--- src/rtl/wc_tile_feeder.sv ---
`default_nettype none
// ============================================================================
// Module   : wc_tile_feeder
// Purpose  : Upstream stage of the Winograd F(3,5) core. Collects a serial
//            stream of DW-bit signed samples into TAPS-sample overlapping
//            tiles (stride STRIDE) and presents each tile on D with a
//            valid/ready handshake and end-of-row zero padding.
// Ports    : clk      - system clock, rising edge
//            rst      - asynchronous reset, active low
//            s_data   - input sample (two's complement)
//            s_valid  - s_data valid
//            s_last   - s_data is the final sample of a row
//            s_ready  - feeder accepts a sample this cycle
//            D        - tile, oldest sample in the top lane, newest in [DW-1:0]
//            d_valid  - D holds a complete tile
//            d_last   - current tile closes the row
//            d_ready  - consumer accepts the tile
// Options  : WC_FEEDER_HOLD_EN - freeze D and stall input for HOLD cycles
//            after every tile handshake.
// Revision : 1.0 - initial release
// ============================================================================
module wc_tile_feeder #(
  parameter int DW     = 10,
  parameter int TAPS   = 7,
`ifdef WC_FEEDER_HOLD_EN
  parameter int HOLD   = 6,
`endif
  parameter int STRIDE = 3
) (
  input  logic                 clk,
  input  logic                 rst,
  input  logic [DW-1:0]        s_data,
  input  logic                 s_valid,
  input  logic                 s_last,
  output logic                 s_ready,
  output logic [TAPS*DW-1:0]   D,
  output logic                 d_valid,
  output logic                 d_last,
  input  logic                 d_ready
);

  localparam int CW = $clog2(TAPS + 1);
  localparam logic [CW-1:0] C_TAPS   = CW'(TAPS);
  localparam logic [CW-1:0] C_STRIDE = CW'(STRIDE);

  typedef enum logic [1:0] {
    ST_FILL  = 2'd0,
    ST_SLIDE = 2'd1,
    ST_PAD   = 2'd2,
    ST_EMIT  = 2'd3
  } state_t;

  state_t              r_state, state_n;
  logic [CW-1:0]       r_cnt, cnt_n;
  logic [TAPS*DW-1:0]  r_window, window_n;
  logic                r_last, last_n;
  logic                r_full, full_n;   // current tile needs a full TAPS fill
  logic                r_ready, ready_n;
  logic                w_accept;
  logic                w_handshake;
  logic                w_hold_busy;
  logic [CW-1:0]       w_target;

  assign w_accept    = s_valid & r_ready;
  assign w_handshake = (r_state == ST_EMIT) & d_ready;
  assign w_target    = r_full ? C_TAPS : C_STRIDE;

  always_comb begin
    state_n  = r_state;
    cnt_n    = r_cnt;
    window_n = r_window;
    last_n   = r_last;
    full_n   = r_full;
    case (r_state)
      ST_FILL, ST_SLIDE: begin
        if (w_accept) begin
          window_n = {r_window[(TAPS-1)*DW-1:0], s_data};
          cnt_n    = r_cnt + 1'b1;
          if (cnt_n == w_target) begin
            // s_last on the completing sample closes the row with no padding
            state_n = ST_EMIT;
            last_n  = s_last;
          end else if (s_last) begin
            state_n = ST_PAD;
            last_n  = 1'b1;
          end
        end
      end
      ST_PAD: begin
        window_n = {r_window[(TAPS-1)*DW-1:0], {DW{1'b0}}};
        cnt_n    = r_cnt + 1'b1;
        if (cnt_n == w_target) begin
          state_n = ST_EMIT;
        end
      end
      ST_EMIT: begin
        if (d_ready) begin
          // Window is left as is: its newest TAPS-STRIDE lanes seed the next tile
          cnt_n   = '0;
          last_n  = 1'b0;
          full_n  = r_last;
          state_n = r_last ? ST_FILL : ST_SLIDE;
        end
      end
      default: begin
        state_n = ST_FILL;
      end
    endcase
  end

`ifdef WC_FEEDER_HOLD_EN
  localparam int HW = $clog2(HOLD + 1);
  logic [HW-1:0] r_hold, hold_n;

  always_comb begin
    hold_n = r_hold;
    if (w_handshake) begin
      hold_n = HW'(HOLD);
    end else if (r_hold != '0) begin
      hold_n = r_hold - 1'b1;
    end
  end

  always_ff @(posedge clk or negedge rst) begin
    if (!rst) begin
      r_hold <= '0;
    end else begin
      r_hold <= hold_n;
    end
  end

  assign w_hold_busy = (hold_n != '0);
`else
  assign w_hold_busy = 1'b0;
`endif

  // s_ready is registered from the next state so it is low on the first
  // cycle after reset and rises exactly one cycle after a handshake.
  assign ready_n = ((state_n == ST_FILL) || (state_n == ST_SLIDE)) && !w_hold_busy;

  always_ff @(posedge clk or negedge rst) begin
    if (!rst) begin
      r_state  <= ST_FILL;
      r_cnt    <= '0;
      r_window <= '0;
      r_last   <= 1'b0;
      r_full   <= 1'b1;
      r_ready  <= 1'b0;
    end else begin
      r_state  <= state_n;
      r_cnt    <= cnt_n;
      r_window <= window_n;
      r_last   <= last_n;
      r_full   <= full_n;
      r_ready  <= ready_n;
    end
  end

  assign s_ready = r_ready;
  assign D       = r_window;
  assign d_valid = (r_state == ST_EMIT);
  assign d_last  = r_last;

endmodule
`default_nettype wire

--- config.mk ---
export PLATFORM = sky130hd
export DESIGN_NAME = wc_tile_feeder
export DESIGN_NICKNAME = d
export VERILOG_FILES = /design/src/rtl/wc_tile_feeder.sv
export SDC_FILE = /design/constraint.sdc
export NUM_CORES = 1
export LEC_CHECK = 0
export ABC_AREA = 1
export CORE_UTILIZATION = 44
export DETAILED_ROUTE_END_ITERATION = 12
export GPL_TIMING_DRIVEN = 0
export PLACE_DENSITY = 0.88
export SLEW_MARGIN = 20
export SYNTH_ARGS = -nofsm -noshare
export SYNTH_HDL_FRONTEND = slang
export SYNTH_SLANG_ARGS = --single-unit
--- constraint.sdc ---
create_clock -name clk -period 1.3 [get_ports clk]
set_input_delay 0.26 -clock clk [delete_from_list [all_inputs] [get_ports clk]]
set_output_delay 0.26 -clock clk [all_outputs]
set_load 0.1 [all_outputs]
### Word level (Yosys, flattened, before mapping)

Index checks and enable logic that the tools add are counted.

| cells by class | value |
|---|---|
| mux-type cells | 18 |
| equal/unequal tests | 8 |
| $add $sub $neg | 1 |
| reductions and logical operators | 10 |
| bitwise logic cells | 1 |

Operators with widths:

| cell | count |
|---|---|
| one-hot mux 70 bit (2 select lines) | 1 |
| 2-to-1 mux 70 bit | 1 |
| 2-to-1 mux 2 bit | 5 |
| 2-to-1 mux 3 bit | 3 |
| one-hot mux 3 bit (3 select lines) | 1 |
| one-hot mux 2 bit (3 select lines) | 1 |
| AND reduction 2 bit | 3 |
| 2-to-1 mux 1 bit | 5 |
| == test 2 x 1 -> 1 bit (second input constant) | 2 |
| == test 2 bit (second input constant) | 2 |
| zero test 2 bit | 2 |
| AND reduction 4 bit | 1 |
| nonzero test 2 bit | 2 |
| adder 3 x 1 -> 3 bit (second input constant) | 1 |
| == test 3 bit | 1 |
| inequality test 3 bit (second input constant) | 1 |
| inequality test 2 x 1 -> 1 bit (second input constant) | 1 |
| inequality test 2 bit (second input constant) | 1 |
| one-hot mux 1 bit (2 select lines) | 1 |
| OR reduction 2 bit | 1 |
| bitwise AND 1 bit | 1 |
| logical OR 1 bit | 1 |

| storage, ports and cells | value |
|---|---|
| register bits after elaboration | 78 |
| word-level logic and storage cells | 44 |
| output and inout port bits | 73 |

### Depth between registers and ports, before layout

Gate-level depths: netlist of the first run.

| logic depth | value |
|---|---|
| depth in word-level cells | 7 |
| depth in mapped cells | 9 |

### Worst setup path after synthesis of the first run

No wires, ideal clock.

| timing | value |
|---|---|
| path type | register to register |
| from | register r_ready (netlist: s_ready) |
| to | register r_window[69] (netlist: D[69]) |
| data required time | 1175 ps |
| slack | -563 ps |
| library setup time | 125 ps |
| data arrival time | 1739 ps |
| cell stages (with the launch flop) | 9 |
| cells stage by stage | dfrtp_1 nand2_1 nand2_2 inv_2 nor2_8 inv_4 buf_4 nand2_1 o21ai_1 |

| between the ends | value |
|---|---|
| longest elaborated chain between the ends | 3 |

RTL lines:

| element | line | text |
|---|---|---|
| start, declared | 58 | `logic r_ready, ready_n;` |
| start signal, assigned | 155 | `r_ready <= ready_n;` |
| bitwise AND 1 bit | 64 | `assign w_accept = s_valid & r_ready;` |
| inequality test 2 bit (no source line) | -- |  |
| AND reduction 2 bit (no source line) | -- |  |
| end signal, assigned | 152 | `r_window <= window_n;` |
| end, declared | 55 | `logic [TAPS*DW-1:0] r_window, window_n;` |

Every way passes these cells.
A chain may end at the register's enable or synchronous reset.

==> flow_summary_export.csv, run 1 <==
group,metric,value,unit
placement,placed_cells,588,
finish,synthToLayoutAreaGrowth,65.2,%
timing,hold_viol,0,
run,maxCapViolCount,0,
setup_path,critPathTopFamily,"flip-flops",
grt,antenna_found_initial,0,
cts,clock_path_buffers,2,
timing,worst_clock_skew,0.00906,ns
setup_path,crit_fanout,4,
setup_path,endpoint,"d_valid",
logic_synthesis,syn_area_per_cell,8.88,µm²
cts,numClockSinks,78,
setup_path,critPathSlowestCell,"dfrtp_1",
setup_path,arrival,1.20,ns
route,wl_per_cell,15.7,µm
finish,instances_no_fill,618,
floorplan,pin_count,88,
cts,cts.reportedPaths.clkPinSlew,0.08,ns
setup_path,r2r_end,"r_cnt[2]",
setup_path,startpoint_type,"flip-flop",
logic_synthesis,synth.yosys.seq_area_share,55.3,%
setup_path,cp_num_cells,3,
cts,htree_levels,3,
setup_path,crit_chain,"nand2_2 > clkinv_4 > buf_12",
timing,worst_pin_slew,0.415,ns
finish,antennaDiodeCount,0,
grt,grt_usage,22.1,%
logic_synthesis,yosysUniqueCellTypes,20,
grt,grt_pass1_wl,14200,µm
timing,tns,-5.76,ns
placement,detailed_place_hpwl,5490,µm
floorplan,die_width,91.6,µm
setup_path,max_stage_delay,0.43,ns
floorplan,core,0.00777,mm²
setup_path,reg2regPathDepth,7,
finish,final_common_cell,"nand2_1",
route,firstDrtPassIters,4,
finish,n_fill_cell,500,
route,ant_nets,0,
finish,final_cell_mix,"nand2_1, dfrtp_1, buf_4",
finish,final_nets,528,
setup_path,critical_path_buf_inv_count,2,
cts,clock_latency,0.35,ns
cts,root_buffer,"clkbuf_8",
timing,fin_crit_sh,112,%
cts,cts_made_buffers,9,
logic_synthesis,yosys_warnings,0,
logic_synthesis,synthFlopType,"dfrtp_1",
route,routed_wl,9680,µm
logic_synthesis,yosysTopAreaCell,"dfrtp_1",
timing,slew_headroom,72.3,%
min_path,hold_class,"in2async",
logic_synthesis,synth_area,0.00353,mm²
route,vias,2946,
timing,clock.fmax,685,MHz
placement,io_buffer_count,87,
timing,rsz0062_at_grt,"yes",
grt,grt-ovfl-total,0,
setup_path,crit_type,"reg2out",
floorplan,start_util,45.5,%
floorplan,num_rows,32,
run_status,violations,"negative setup slack",
setup_path,required,1.04,ns
logic_synthesis,synth_area_leaders,"dfrtp_1, nand2_1, buf_4",
setup_path,worstSetupEndpointType,"primary output",
timing,fin_crit,1.46,ns
timing,finalMaxSlewViolations,0,
logic_synthesis,syn_nets,415,
logic_synthesis,synth_top_area_share,54.5,%
timing,finalSetupViolations,76,
run_status,status,"finished with violations",
grt,grt_start_max_net_pins,50,
cts,cts_tree,"built",
timing,setup_ws,-0.159,ns
logic_synthesis,synth-seq-cells,78,
route,drt_iter0_markers,154,
floorplan,die_height,91.6,µm
route,drc_errors,0,
logic_synthesis,postSynthCellCount,398,
grt,grt_pass1_vias,2975,
logic_synthesis,synthArstFlopShare,100,%
setup_path,reg2reg_setup_slack,-0.14,ns
route,via_per_inst,4.77,
finish,drive_gt1_share,46.3,%
placement,gp_congestion,0.738,
floorplan,die-area,0.00840,mm²
logic_synthesis,synth-edff-count,0,
==> metrics by stage <==
| step | utilization, % | cell area, µm² | worst slack [ns] | hold WS [ns] |
|---|---|---|---|---|
| 5_1_grt | 75.2 | 5840 | -0.195 | 0.422 |
| 3_3_place_gp | 58.7 | 4560 | -3.09 | 0.452 |
| 3_5_place_dp | 59.0 | 4590 | -0.736 | 0.224 |
| 2_1_floorplan | - | 3560 | -0.103 | -0.0356 |
| 6_report | 75.2 | 5840 | -0.159 | 0.390 |
| 4_1_cts | 70.4 | 5470 | -0.0956 | 0.390 |
==> synth_stat cells (2+ instances only) <==
library cell	count
inv_2	3
buf_6	3
nand2_1	165
inv_1	23
dfrtp_1	77
o21ai_0	19
nor2_1	7
buf_2	4
o21ai_2	4
buf_4	65
ha_1	2
o21ai_1	14
nand3_1	5
==> worst register-to-register path, delay by kind of cell (launching register included) <==
kind / cells / cell delay (ns)
buffers and inverters: 3 / 0.44
DFF: 1 / 0.43
and+or+nand+nor: 4 / 0.50
==> layer usage <==
metal,track usage (%),vias to the layer above,routed length [µm]
li1,-,1392,-
met1,25.6,1408,3590
met2,39.6,122,5390
met3,3.90,24,508
met4,10.1,0,194
met5,0,-,0
==> flip-flops by register name, indices dropped and copies added (netlist names), named ones only <==
signal	flops
D	70
r_cnt	3
r_full	1
d_last	1
r_state	1
s_ready	1
==> how the worst min path moves through the flow <==
stage,startpoint,endpoint,slack [ns],cells past startpoint
floorplan,rst,D[0],-0.04,0
global placement,D[68],D[68],0.45,2
detailed placement,rst,D[63],0.22,1
CTS,rst,D[63],0.39,2
global route,rst,D[69],0.42,2
finish,rst,D[52],0.39,2
==> timing repair <==
item,CTS,global route
hold buffers,1,0
resized for setup,639,93
gates cloned,3,4
setup buffers,50,12
pin swaps,6,9
hold endpoints to repair,29,0
endpoints found under the setup margin,134,95
==> layout make-up <==
cell class | instances | area, µm² | share of cell area [%]
Timing Repair Buffer | 156 | 2120 | 36.3
Multi-Input combinational cell | 220 | 1130 | 19.4
Clock buffer | 14 | 163 | 2.79
Tap cell | 102 | 128 | 2.19
Sequential cell | 78 | 1960 | 33.6
Buffer | 18 | 199 | 3.41
Inverter | 27 | 121 | 2.08
Timing Repair inverter | 1 | 6.26 | 0.107
Clock inverter | 2 | 10.0 | 0.171
==> kinds of logic after synthesis <==
logic type | synth area share [%]
compound gates | 5.81
fa+ha+maj | 0.708
buf+inv | 18.5
flops | 55.3
simple gates | 19.7
Power of run 1 is not shown: default switching activity piles up to over one toggle a cycle in this logic, so the estimate is an artifact.
==> run 2, diff against run 1 <==
CORE_MARGIN = 2   (was default)
==> flow_summary_export.csv, run 2 (synthesized netlist as in run 1, its figures left out) <==
group,metric,value,unit
run_status,status,"finished with violations",
run_status,violations,"negative setup slack",
cts,clock_latency,0.35,ns
placement,gp_congestion,0.755,
route,wl_met3,427,µm
route,vias,2805,
timing,slew_headroom,71.8,%
cts,numClockSinks,78,
timing,setup_ws,-0.132,ns
finish,drive_gt1_share,40.0,%
timing,fin_crit,1.43,ns
floorplan,start_util,45.5,%
floorplan,die_height,93.6,µm
setup_path,required,1.04,ns
cts,root_buffer,"clkbuf_8",
route,wl_met2,4850,µm
route,via_per_inst,4.58,
route,drc_errors,0,
route,firstDrtPassIters,4,
setup_path,reg2regPathDepth,8,
floorplan,num_rows,32,
placement,detailed_place_hpwl,5610,µm
route,drt-met1-wl,3440,µm
cts,cts_made_buffers,9,
cts,htree_levels,3,
grt,grt_pass1_wl,14100,µm
timing,worst_clock_skew,0.00924,ns
grt,grt-ovfl-total,0,
setup_path,crit_fanout,3,
cts,cts.reportedPaths.clkPinSlew,0.08,ns
run,maxCapViolCount,0,
finish,final_nets,522,
cts,cts_tree,"built",
finish,n_fill_cell,534,
min_path,hold_class,"in2async",
placement,io_buffer_count,87,
finish,synthToLayoutAreaGrowth,58.3,%
timing,fin_crit_sh,110,%
floorplan,core,0.00777,mm²
finish,final_common_cell,"nand2_1",
finish,antennaDiodeCount,0,
grt,grt_pass1_vias,3003,
grt,grt_usage,20.9,%
timing,finalMaxSlewViolations,0,
route,drt_iter0_markers,117,
setup_path,arrival,1.17,ns
cts,clock_path_buffers,2,
finish,final_cell_mix,"nand2_1, buf_4, dfrtp_1",
grt,antenna_found_initial,0,
timing,hold_viol,0,
setup_path,worstSetupEndpointType,"primary output",
timing,finalSetupViolations,27,
floorplan,die-area,0.00877,mm²
setup_path,startpoint_type,"flip-flop",
floorplan,pin_count,88,
timing,rsz0062_at_grt,"yes",
route,routed_wl,8880,µm
route,ant_nets,0,
placement,post-place-ws,-0.756,ns
timing,clock.fmax,698,MHz
timing,whs,0.393,ns
finish,largest_register_ff_count,70,
floorplan,die_width,93.6,µm
route,wl_per_cell,14.5,µm
timing,worst_pin_slew,0.423,ns
route,top_layer,"met4",
setup_path,crit_type,"reg2out",
grt,grt_start_max_net_pins,49,
[run 2: cell types whose count changed in the layout (fill, tap and decap cells not counted), moves of 3 or more]
| cell | previous run | this run |
|---|---|---|
| nand2_4 | 11 | 4 |
| nand2_1 | 127 | 156 |
| clkbuf_1 | 3 | 0 |
| buf_4 | 68 | 76 |
| buf_8 | 9 | 1 |
| o21ai_1 | 20 | 15 |
| nand2_2 | 28 | 6 |
| clkbuf_16 | 3 | 0 |
| o21ai_0 | 10 | 17 |
[run 2: layout make-up]
cell class,instances,area [µm²],area share (%)
Timing Repair Buffer,154,2000,35.7
Sequential cell,78,1960,35.0
Multi-Input combinational cell,219,1020,18.2
Clock buffer,13,179,3.20
Buffer,16,159,2.84
Tap cell,102,128,2.28
Inverter,27,114,2.03
Clock inverter,3,40.0,0.716
[run 2: routing by layer]
| metal | vias up | GRT usage (%) |
|---|---|---|
| met5 | - | 0 |
| met4 | 0 | 8.70 |
| met3 | 15 | 3.95 |
| met2 | 77 | 37.8 |
| met1 | 1341 | 24.2 |
| li1 | 1372 | - |
[run 2: repair_timing]
action,CTS,global route
pin swaps,6,4
endpoints found under the setup margin,148,107
gates cloned,0,1
hold endpoints to repair,30,0
resized for setup,633,37
setup buffers,46,18
hold buffers,1,0
[run 2: final timing paths]
kind	slack [ns]	to	start
setup / recovery	-0.13	d_valid	r_state[1]
hold / removal	0.39	D[51]	rst
setup reg to reg	-0.03	D[50]	s_ready
hold reg to reg	0.48	D[68]	D[68]
max in group asynchronous	0.27	r_full	rst
min in group clk	0.47	D[7]	s_data[7]
[run 2: critical path: stages, from the launching register on]
cell	delay [ns]
dfrtp_1	0.43
nand2_2	0.10
inv_4	0.11
buf_12	0.18
[run 2: metrics by stage]
stage | util, % | cells | TNS, ns | instance area [µm²]
3_3_place_gp | 58.7 | 587 | -259.98 | 4560
4_1_cts | 70.8 | 616 | -0.195 | 5500
5_1_grt | 72.0 | 612 | -5.42 | 5600
6_report | 72.0 | 612 | -0.413 | 5600
3_5_place_dp | 59.0 | 588 | -62.05 | 4590
2_1_floorplan | - | 398 | -5.48 | 3560
Power of run 2 is left out for the same reason.
==> run 3, diff against run 2 <==
MAX_ROUTING_LAYER = met4   (was default)
==> flow_summary_export.csv, run 3 (synthesized netlist as in run 1, its figures left out) <==
group,metric,value,unit
run_status,status,"finished with violations",
run_status,violations,"negative setup slack",
finish,fin_area,0.00558,mm²
floorplan,pin_count,88,
route,routed_wl,8870,µm
grt,grt-ovfl-total,0,
setup_path,startpoint_type,"flip-flop",
timing,finalSetupViolations,38,
cts,clock_latency,0.35,ns
timing,slew_headroom,71.6,%
route,ant_nets,0,
placement,post-place-ws,-0.756,ns
run,maxCapViolCount,0,
route,firstDrtPassIters,4,
timing,clock.fmax,700,MHz
setup_path,crit_fanout,3,
cts,numClockSinks,78,
placement,io_buffer_count,87,
setup_path,crit_type,"reg2out",
finish,final_common_cell,"nand2_1",
timing,worst_clock_skew,0.00939,ns
min_path,hold_class,"in2async",
route,vias,2817,
finish,final_core_util,71.9,%
finish,final_cell_mix,"nand2_1, dfrtp_1, buf_4",
placement,place_area,0.00459,mm²
cts,cts_made_buffers,9,
floorplan,num_rows,32,
setup_path,worstSetupEndpointType,"primary output",
timing,fin_crit_sh,110,%
timing,setup_ws,-0.128,ns
finish,seq_area,0.00196,mm²
timing,hold_viol,0,
finish,drive_gt1_share,39.9,%
floorplan,die-area,0.00877,mm²
cts,cts.reportedPaths.clkPinSlew,0.08,ns
grt,antenna_found_initial,0,
placement,gp_congestion,0.765,
finish,largest_register_ff_count,70,
grt,grt_start_max_net_pins,49,
floorplan,die_height,93.6,µm
placement,detailed_place_hpwl,5610,µm
setup_path,arrival,1.17,ns
route,via_per_inst,4.61,
finish,synthToLayoutAreaGrowth,57.9,%
setup_path,required,1.04,ns
floorplan,start_util,45.5,%
cts,cts_tree,"built",
cts,root_buffer,"clkbuf_8",
grt,grt_pass1_vias,2993,
timing,finalMaxSlewViolations,0,
grt,grt_pass1_wl,14100,µm
setup_path,cp-startpoint,"r_state[1]",
timing,worst_pin_slew,0.426,ns
finish,n_fill_cell,539,
grt,grt_usage,21.5,%
route,drc_errors,0,
finish,multiInputGateArea,0.00102,mm²
floorplan,core,0.00777,mm²
route,wl_per_cell,14.5,µm
timing,fin_crit,1.43,ns
cts,clock_path_buffers,2,
timing,tns,-0.626,ns
finish,antennaDiodeCount,0,
route,drt_iter0_markers,107,
setup_path,reg2reg_from,"r_state[1]",
floorplan,die_width,93.6,µm
timing,rsz0062_at_grt,"yes",
finish,final_nets,521,
cts,htree_levels,3,
==> run 3: cell count changes in the layout (fill, tap and decap cells not counted), sizes merged <==
| cell | before | now |
|---|---|---|
| buf | 154 | 153 |
==> run 3: area by class of cell <==
cell class,count,share of cell area (%)
flip-flops and latches,78,35.1
well taps,102,2.29
inverters,27,2.04
clock inverters,3,0.717
repair buffers,153,35.6
clock buffers,13,3.20
plain buffers,16,2.85
multi-input cells,219,18.2
==> run 3: routing by layer <==
layer / part of all wire, % / routed length (µm) / vias up / GRT usage (%)
met4: 1.7 / 152 / 0 / 8.70
met3: 4.5 / 397 / 16 / 3.55
li1: - / - / 1370 / -
met1: 39 / 3490 / 1348 / 24.6
met5: 0 / 0 / - / -
met2: 54 / 4830 / 83 / 37.7
==> run 3: critical path, cell delays in order, from the launching register on <==
cell	delay, ns
dfrtp_1	0.43
nand2_2	0.10
inv_4	0.11
buf_12	0.18
==> run 3: worst paths after layout <==
check | to | cells past startpoint | slack [ns]
setup / recovery | d_valid | 3 | -0.13
hold / removal | D[51] | 2 | 0.40
setup reg to reg | D[13] | 8 | -0.03
hold reg to reg | D[68] | 2 | 0.48
max in group asynchronous | r_full | 3 | 0.26
min in group clk | D[7] | 3 | 0.47
==> run 3: per-stage QoR <==
stage | cells | hold WS [ns]
2_1_floorplan | 398 | -0.0356
3_3_place_gp | 587 | 0.452
3_5_place_dp | 588 | 0.226
4_1_cts | 616 | 0.395
5_1_grt | 611 | 0.431
6_report | 611 | 0.397
==> run 3: repair_timing <==
item,CTS,global route
gates cloned,0,1
pin swaps,6,4
buffers inserted,46,17
hold endpoints to repair,30,0
hold buffers,1,0
resized for setup,633,35
endpoints found under the setup margin,148,107
Power of run 3 is left out for the same reason.
